**src/rtl/snn_pkg.sv**
```systemverilog
// Shared types and constants for the spike-rate decoder: window-select
// encoding, window lengths and the decoder FSM states.
package snn_pkg;

  localparam int unsigned WIN_CNT_W    = 10;
  localparam int unsigned WIN_LEN_16   = 16;
  localparam int unsigned WIN_LEN_64   = 64;
  localparam int unsigned WIN_LEN_256  = 256;
  localparam int unsigned WIN_LEN_1024 = 1024;

  typedef enum logic [1:0] {
    WIN_SEL_16   = 2'd0,
    WIN_SEL_64   = 2'd1,
    WIN_SEL_256  = 2'd2,
    WIN_SEL_1024 = 2'd3
  } win_sel_e;

  typedef enum logic {
    ST_IDLE  = 1'b0,
    ST_COUNT = 1'b1
  } state_e;

  // Window-counter value of the last cycle in a window.
  function automatic logic [WIN_CNT_W-1:0] win_last(input win_sel_e sel);
    case (sel)
      WIN_SEL_16:  win_last = WIN_CNT_W'(WIN_LEN_16 - 1);
      WIN_SEL_64:  win_last = WIN_CNT_W'(WIN_LEN_64 - 1);
      WIN_SEL_256: win_last = WIN_CNT_W'(WIN_LEN_256 - 1);
      default:     win_last = WIN_CNT_W'(WIN_LEN_1024 - 1);
    endcase
  endfunction

endpackage

```
**src/rtl/sat_counter.sv**
```systemverilog
// Saturating up-counter with synchronous clear; clear wins over increment.
module sat_counter #(
  parameter int W = 8
) (
  input  logic         clk,
  input  logic         rst,
  input  logic         clr_i,
  input  logic         inc_i,
  output logic [W-1:0] cnt_o,
  output logic         full_o
);

  logic [W-1:0] cnt_q, cnt_d;

  assign full_o = &cnt_q;
  assign cnt_o  = cnt_q;

  // NOTE: every variable driven in always_comb gets a default first, so no latch can be inferred.
  always_comb begin
    cnt_d = cnt_q;
    if (clr_i)                 cnt_d = '0;
    else if (inc_i && !full_o) cnt_d = cnt_q + W'(1);
  end

  // NOTE: state registers use non-blocking assignment so all flops update together on the edge.
  always_ff @(posedge clk) begin
    if (rst) cnt_q <= '0;
    else     cnt_q <= cnt_d;
  end

endmodule

```
**src/rtl/spike_rate_decoder.sv**
```systemverilog
// Counts rising-edge spike events over a selectable window, publishes the
// count through a valid/ready handshake and tracks the inter-spike interval.
module spike_rate_decoder
  import snn_pkg::*;
#(
  parameter int CNT_W = 8
) (
  input  logic             clk,
  input  logic             rst,
  input  logic             en,
  input  logic             spike_in,
  input  logic [1:0]       win_sel,
  output logic [CNT_W-1:0] rate_out,
  output logic             rate_valid,
  input  logic             rate_ready,
  output logic [CNT_W-1:0] isi_out,
  output logic             overrun
);

  state_e                 state_q, state_d;
  win_sel_e               win_len_q, win_len_d;
  logic [WIN_CNT_W-1:0]   win_cnt_q, win_cnt_d;
  logic                   spike_prev_q;
  logic                   first_seen_q, first_seen_d;
  logic [CNT_W-1:0]       rate_q, rate_d;
  logic                   rate_valid_q, rate_valid_d;
  logic [CNT_W-1:0]       isi_q, isi_d;
  logic                   overrun_q, overrun_d;

  logic                   active, spike_evt, win_end;
  logic [CNT_W-1:0]       spk_cnt, isi_cnt, spk_next, isi_next;
  logic                   spk_full, isi_full;

  // A cycle with en low is never counted, so a falling en discards the window.
  assign active    = (state_q == ST_COUNT) && en;
  assign spike_evt = spike_in && !spike_prev_q;
  assign win_end   = active && (win_cnt_q == win_last(win_len_q));
  assign spk_next  = spk_full ? spk_cnt : spk_cnt + CNT_W'(1);
  assign isi_next  = isi_full ? isi_cnt : isi_cnt + CNT_W'(1);

  sat_counter #(.W(CNT_W)) u_spk_cnt (
    .clk    (clk),
    .rst    (rst),
    .clr_i  (!active || win_end),
    .inc_i  (active && spike_evt),
    .cnt_o  (spk_cnt),
    .full_o (spk_full)
  );

  sat_counter #(.W(CNT_W)) u_isi_cnt (
    .clk    (clk),
    .rst    (rst),
    .clr_i  (!active || spike_evt),
    .inc_i  (active),
    .cnt_o  (isi_cnt),
    .full_o (isi_full)
  );

  always_comb begin
    state_d      = state_q;
    win_len_d    = win_len_q;
    win_cnt_d    = '0;
    first_seen_d = 1'b0;
    rate_d       = rate_q;
    rate_valid_d = rate_valid_q;
    isi_d        = isi_q;
    overrun_d    = overrun_q;

    case (state_q)
      ST_IDLE: begin
        if (en) begin
          state_d   = ST_COUNT;
          win_len_d = win_sel_e'(win_sel);
        end
      end
      ST_COUNT: if (!en) state_d = ST_IDLE;
      default:  state_d = ST_IDLE;
    endcase

    if (active) begin
      win_cnt_d    = win_end ? '0 : win_cnt_q + WIN_CNT_W'(1);
      first_seen_d = first_seen_q || spike_evt;
      if (spike_evt && first_seen_q) isi_d = isi_next;
    end

    // A window end that meets a pending, unaccepted result overwrites it.
    if (win_end) begin
      rate_d       = spike_evt ? spk_next : spk_cnt;
      rate_valid_d = 1'b1;
      win_len_d    = win_sel_e'(win_sel);
      if (rate_valid_q && !rate_ready) overrun_d = 1'b1;
    end else if (rate_valid_q && rate_ready) begin
      rate_valid_d = 1'b0;
    end
  end

  always_ff @(posedge clk) begin
    if (rst) begin
      state_q      <= ST_IDLE;
      win_len_q    <= WIN_SEL_16;
      win_cnt_q    <= '0;
      spike_prev_q <= 1'b0;
      first_seen_q <= 1'b0;
      rate_q       <= '0;
      rate_valid_q <= 1'b0;
      isi_q        <= '0;
      overrun_q    <= 1'b0;
    end else begin
      state_q      <= state_d;
      win_len_q    <= win_len_d;
      win_cnt_q    <= win_cnt_d;
      spike_prev_q <= spike_in;
      first_seen_q <= first_seen_d;
      rate_q       <= rate_d;
      rate_valid_q <= rate_valid_d;
      isi_q        <= isi_d;
      overrun_q    <= overrun_d;
    end
  end

  assign rate_out   = rate_q;
  assign rate_valid = rate_valid_q;
  assign isi_out    = isi_q;
  assign overrun    = overrun_q;

endmodule

```
**config.mk**
```make
export PLATFORM = sky130hd
export DESIGN_NAME = spike_rate_decoder
export DESIGN_NICKNAME = d
export VERILOG_FILES = /design/src/rtl/snn_pkg.sv /design/src/rtl/sat_counter.sv /design/src/rtl/spike_rate_decoder.sv
export SDC_FILE = /design/constraint.sdc
export NUM_CORES = 1
export LEC_CHECK = 0
export ABC_AREA = 1
export BUFFER_PORTS_ARGS = -buffer_cell sky130_fd_sc_hd__clkbuf_2
export CORE_AREA = 2 2 70 72
export CTS_CLUSTER_SIZE = 14
export DETAILED_ROUTE_END_ITERATION = 10
export DIE_AREA = 0 0 72 74
export PLACE_DENSITY = 0.74
export SLEW_MARGIN = 20
export SYNTH_ARGS = -nofsm -noshare
export SYNTH_HDL_FRONTEND = slang
export SYNTH_SLANG_ARGS = --single-unit
```
**constraint.sdc**
```tcl
create_clock -name clk -period 4.5 [get_ports clk]
set_clock_uncertainty 0.15 [all_clocks]
set_input_delay 0.675 -clock clk [delete_from_list [all_inputs] [get_ports clk]]
set_output_delay 0.675 -clock clk [all_outputs]
set_load 0.05 [all_outputs]
```
==> flow_summary.toml <==
[sta]
report.final.slew_viol_count = 0
rsz0062_at_grt = "no"
fmax_mhz = 552
setup_tns_ns = 0
relSlewSlack = 0.648
finalSetupViolations = 0
whs_ns = 0.310
hold_viol = 0
period_minus_slack_ns = 1.81
worst_pin_slew_ns = 0.527
finalCritPeriodShare = 0.403

[power_and_ir_drop]
clkPwrFrac = 0.388
netSwitchingPower_mw = 0.168
power_density_nw_per_um2 = 290
p_comb_frac = 0.047
p_total_mw = 0.777
p_sw_frac = 0.216
power_frac_seq = 0.566
p_leak_nw = 1.16
internal-power_mw = 0.610
peakVddDrop_mv = 0.181

[logic_synthesis]
ys_warn_count = 0
synth_area_leaders = "dfxtp_1, nand2_1, nor2_1"
yosysUniqueCellTypes = 33
yosysTopAreaCell = "dfxtp_1"
syn_inst = 342
synth.ff_latch_count = 49
syn-num-nets = 352
seq_area_frac_synth = 0.405
synth_area_um2 = 2420
yosysTopAreaCellShare = 0.405
avgSynthCellArea_um2 = 7.09

[setup_path]
r2r_slack_ns = 2.69
arrival_ns = 1.89
critPathBufInv = 0
end_kind = "register"
rr_startpoint = "u_spk_cnt.cnt_o[0]$_SDFFE_PP0P_"
path_class = "register to register"
timing.rr.end = "u_spk_cnt.cnt_o[4]$_SDFFE_PP0P_"
crit_start = "u_spk_cnt.cnt_o[0]$_SDFFE_PP0P_"
critPathTopFamily = "simple AND/OR/NAND/NOR gates"
critPathSlowestCell = "dfxtp_1"
required_ns = 4.58
path_max_fanout = 10
cp-start-kind = "register"
cp.depth = 8
crit_chain = "ha_1, nand2_2, nor2_2, nand2_1, nand2_4, nor2_2, nand2_1, a21oi_1"
worstRegToRegCells = 8
slowest_delay_ns = 0.36
crit_end = "u_spk_cnt.cnt_o[4]$_SDFFE_PP0P_"

[final_layout]
area_growth_pct = 10.5
nets = 379
final_common_cell = "nand2_1"
drive_above_1_share = 0.184
n_antenna_cell = 0
final_cell_mix = "nand2_1, nor2_1, dfxtp_1, inv_1, clkbuf_2"
fill_cells = 426

[placed_design]
port-buffer-count = 24
gp_congestion = 0.830
dpl.hpwl_um = 3380

[routing]
drcViolationCount = 0
vias = 2109
wl_per_cell_um = 10.9
first_pass_iters = 4
wirelength_um = 4600
ant_nets = 0
vias_per_cell = 4.99
drt_iter0_markers = 88

[hold_path]
min_path_cells = 2
hold_class = "register to register"

[cts]
clock-root-buffer = "clkbuf_8"
cts_max_level = 2
clk_latency_ns = 0.30
cts_buffers = 5
cts_buffer_depth = 2
cts.repair.resized = 0
cts.sinks = 49
holdBufCountCts = 0
post_cts_buffers = 0
tritoncts = "built"
cts.clk_slew.worst_paths_ns = 0.09

[grt]
grt_first_pass_wirelength_um = 8110
use_met3 = 0.0447
grt_overflow_total = 0
antenna_found_initial = 0
grt_use_met2 = 0.335
grt_pass1_vias = 2018
grt.busiest_layer = "met2"
use_met1 = 0.231
grt_max_degree = 19
grt.total_usage = 0.192

[die]
rows = 25
core_um2 = 4600
start_util = 0.527
die_h_um = 74
die_w_um = 72
io_pins = 25
die_area_um2 = 5330

[status]
outcome = "finished, final reports clean"

[flow_run]
drv_cap = 0
## synth_stat cells
master / number
nand2_1: 76
nor2_1: 57
dfxtp_1: 49
inv_1: 41
a21oi_1: 23
nand3_1: 14
nand2_2: 12
o21ai_0: 10
nor3_1: 7
xor2_1: 7
nor2_2: 6
inv_2: 4
nand4_1: 4
nor3b_1: 4
ha_1: 3
a21oi_2: 2
buf_6: 2
nand2_4: 2
nor2_4: 2
nor3_2: 2
o21ai_2: 2
xnor2_1: 2
a31oi_1: 1
buf_4: 1
clkbuf_4: 1
clkinv_2: 1
nand3_4: 1
nor3_4: 1
nor4_1: 1
o21a_1: 1
o21bai_2: 1
or2_1: 1
or2_2: 1
## layout make-up
type	count	area, um2	share of cell area
Multi-Input combinational cell	243	1230	0.460
Sequential cell	49	981	0.366
Inverter	46	174	0.0650
Timing Repair Buffer	24	120	0.0449
Clock buffer	5	68.8	0.0257
Tap cell	54	67.6	0.0252
Clock inverter	2	35.0	0.0131
## through the flow
| stage | setup slack, ns | utilization | area, um2 | instances |
|---|---|---|---|---|
| final | 2.69 | 0.582 | 2680 | 423 |
| after CTS | 2.70 | 0.582 | 2680 | 423 |
| after global routing | 2.53 | 0.582 | 2680 | 423 |
| after detailed placement | 2.53 | 0.560 | 2570 | 416 |
| after global placement | 2.58 | 0.560 | 2570 | 416 |
| after floorplan | 2.84 | - | 2420 | 342 |
## state kept, by name, indices dropped and copies added (netlist names)
signal and flops:
u_spk_cnt.cnt_o 8, first_seen_q 1, state_q 1, rate_valid 1
win_len_q 2, win_cnt_q 10, spike_prev_q 1, isi_out 8
overrun 1, u_isi_cnt.cnt_o 8, rate_out 8
## layer usage
metal	vias to the layer above	routed length (um)
met5	-	0
met4	0	92
met3	15	166
met2	39	2220
met1	931	2110
li1	1124	-
## power by group through the flow
stage	sequential, mW	combinational, mW	clock, mW
after floorplan	0.450	0.0272	0
after global placement	0.450	0.0361	0
after detailed placement	0.450	0.0367	0
after CTS	0.440	0.0368	0.308
after global routing	0.440	0.0416	0.321
final	0.440	0.0364	0.301
## worst reg2reg max path, cell delays in order (launching register included)
cell,delay (ns)
dfxtp_1,0.36
ha_1,0.25
nand2_2,0.10
nor2_2,0.04
nand2_1,0.10
nand2_4,0.10
nor2_2,0.33
nand2_1,0.13
a21oi_1,0.17
## kinds of logic after synthesis
group / count (synthesis) / share of synthesized area
XOR/XNOR: 9 / 0.0325
adder cells (fa/ha/maj): 3 / 0.0155
buffers and inverters: 50 / 0.0872
flip-flops: 49 / 0.405
AO/OA/AOI/OAI: 40 / 0.0929
AND/OR/NAND/NOR: 191 / 0.367
## how the worst min path moves through the flow
stage	from	end	slack [ns]
after floorplan	win_cnt_q[0]$_SDFF_PP0_	win_cnt_q[0]$_SDFF_PP0_	0.27
after global placement	win_cnt_q[0]$_SDFF_PP0_	win_cnt_q[0]$_SDFF_PP0_	0.28
after detailed placement	win_cnt_q[0]$_SDFF_PP0_	win_cnt_q[0]$_SDFF_PP0_	0.29
after CTS	win_cnt_q[0]$_SDFF_PP0_	win_cnt_q[0]$_SDFF_PP0_	0.31
after global routing	win_cnt_q[0]$_SDFF_PP0_	win_cnt_q[0]$_SDFF_PP0_	0.34
final	overrun$_SDFFE_PP0P_	overrun$_SDFFE_PP0P_	0.31
No activity file was read; power rests on OpenSTA's default activity.
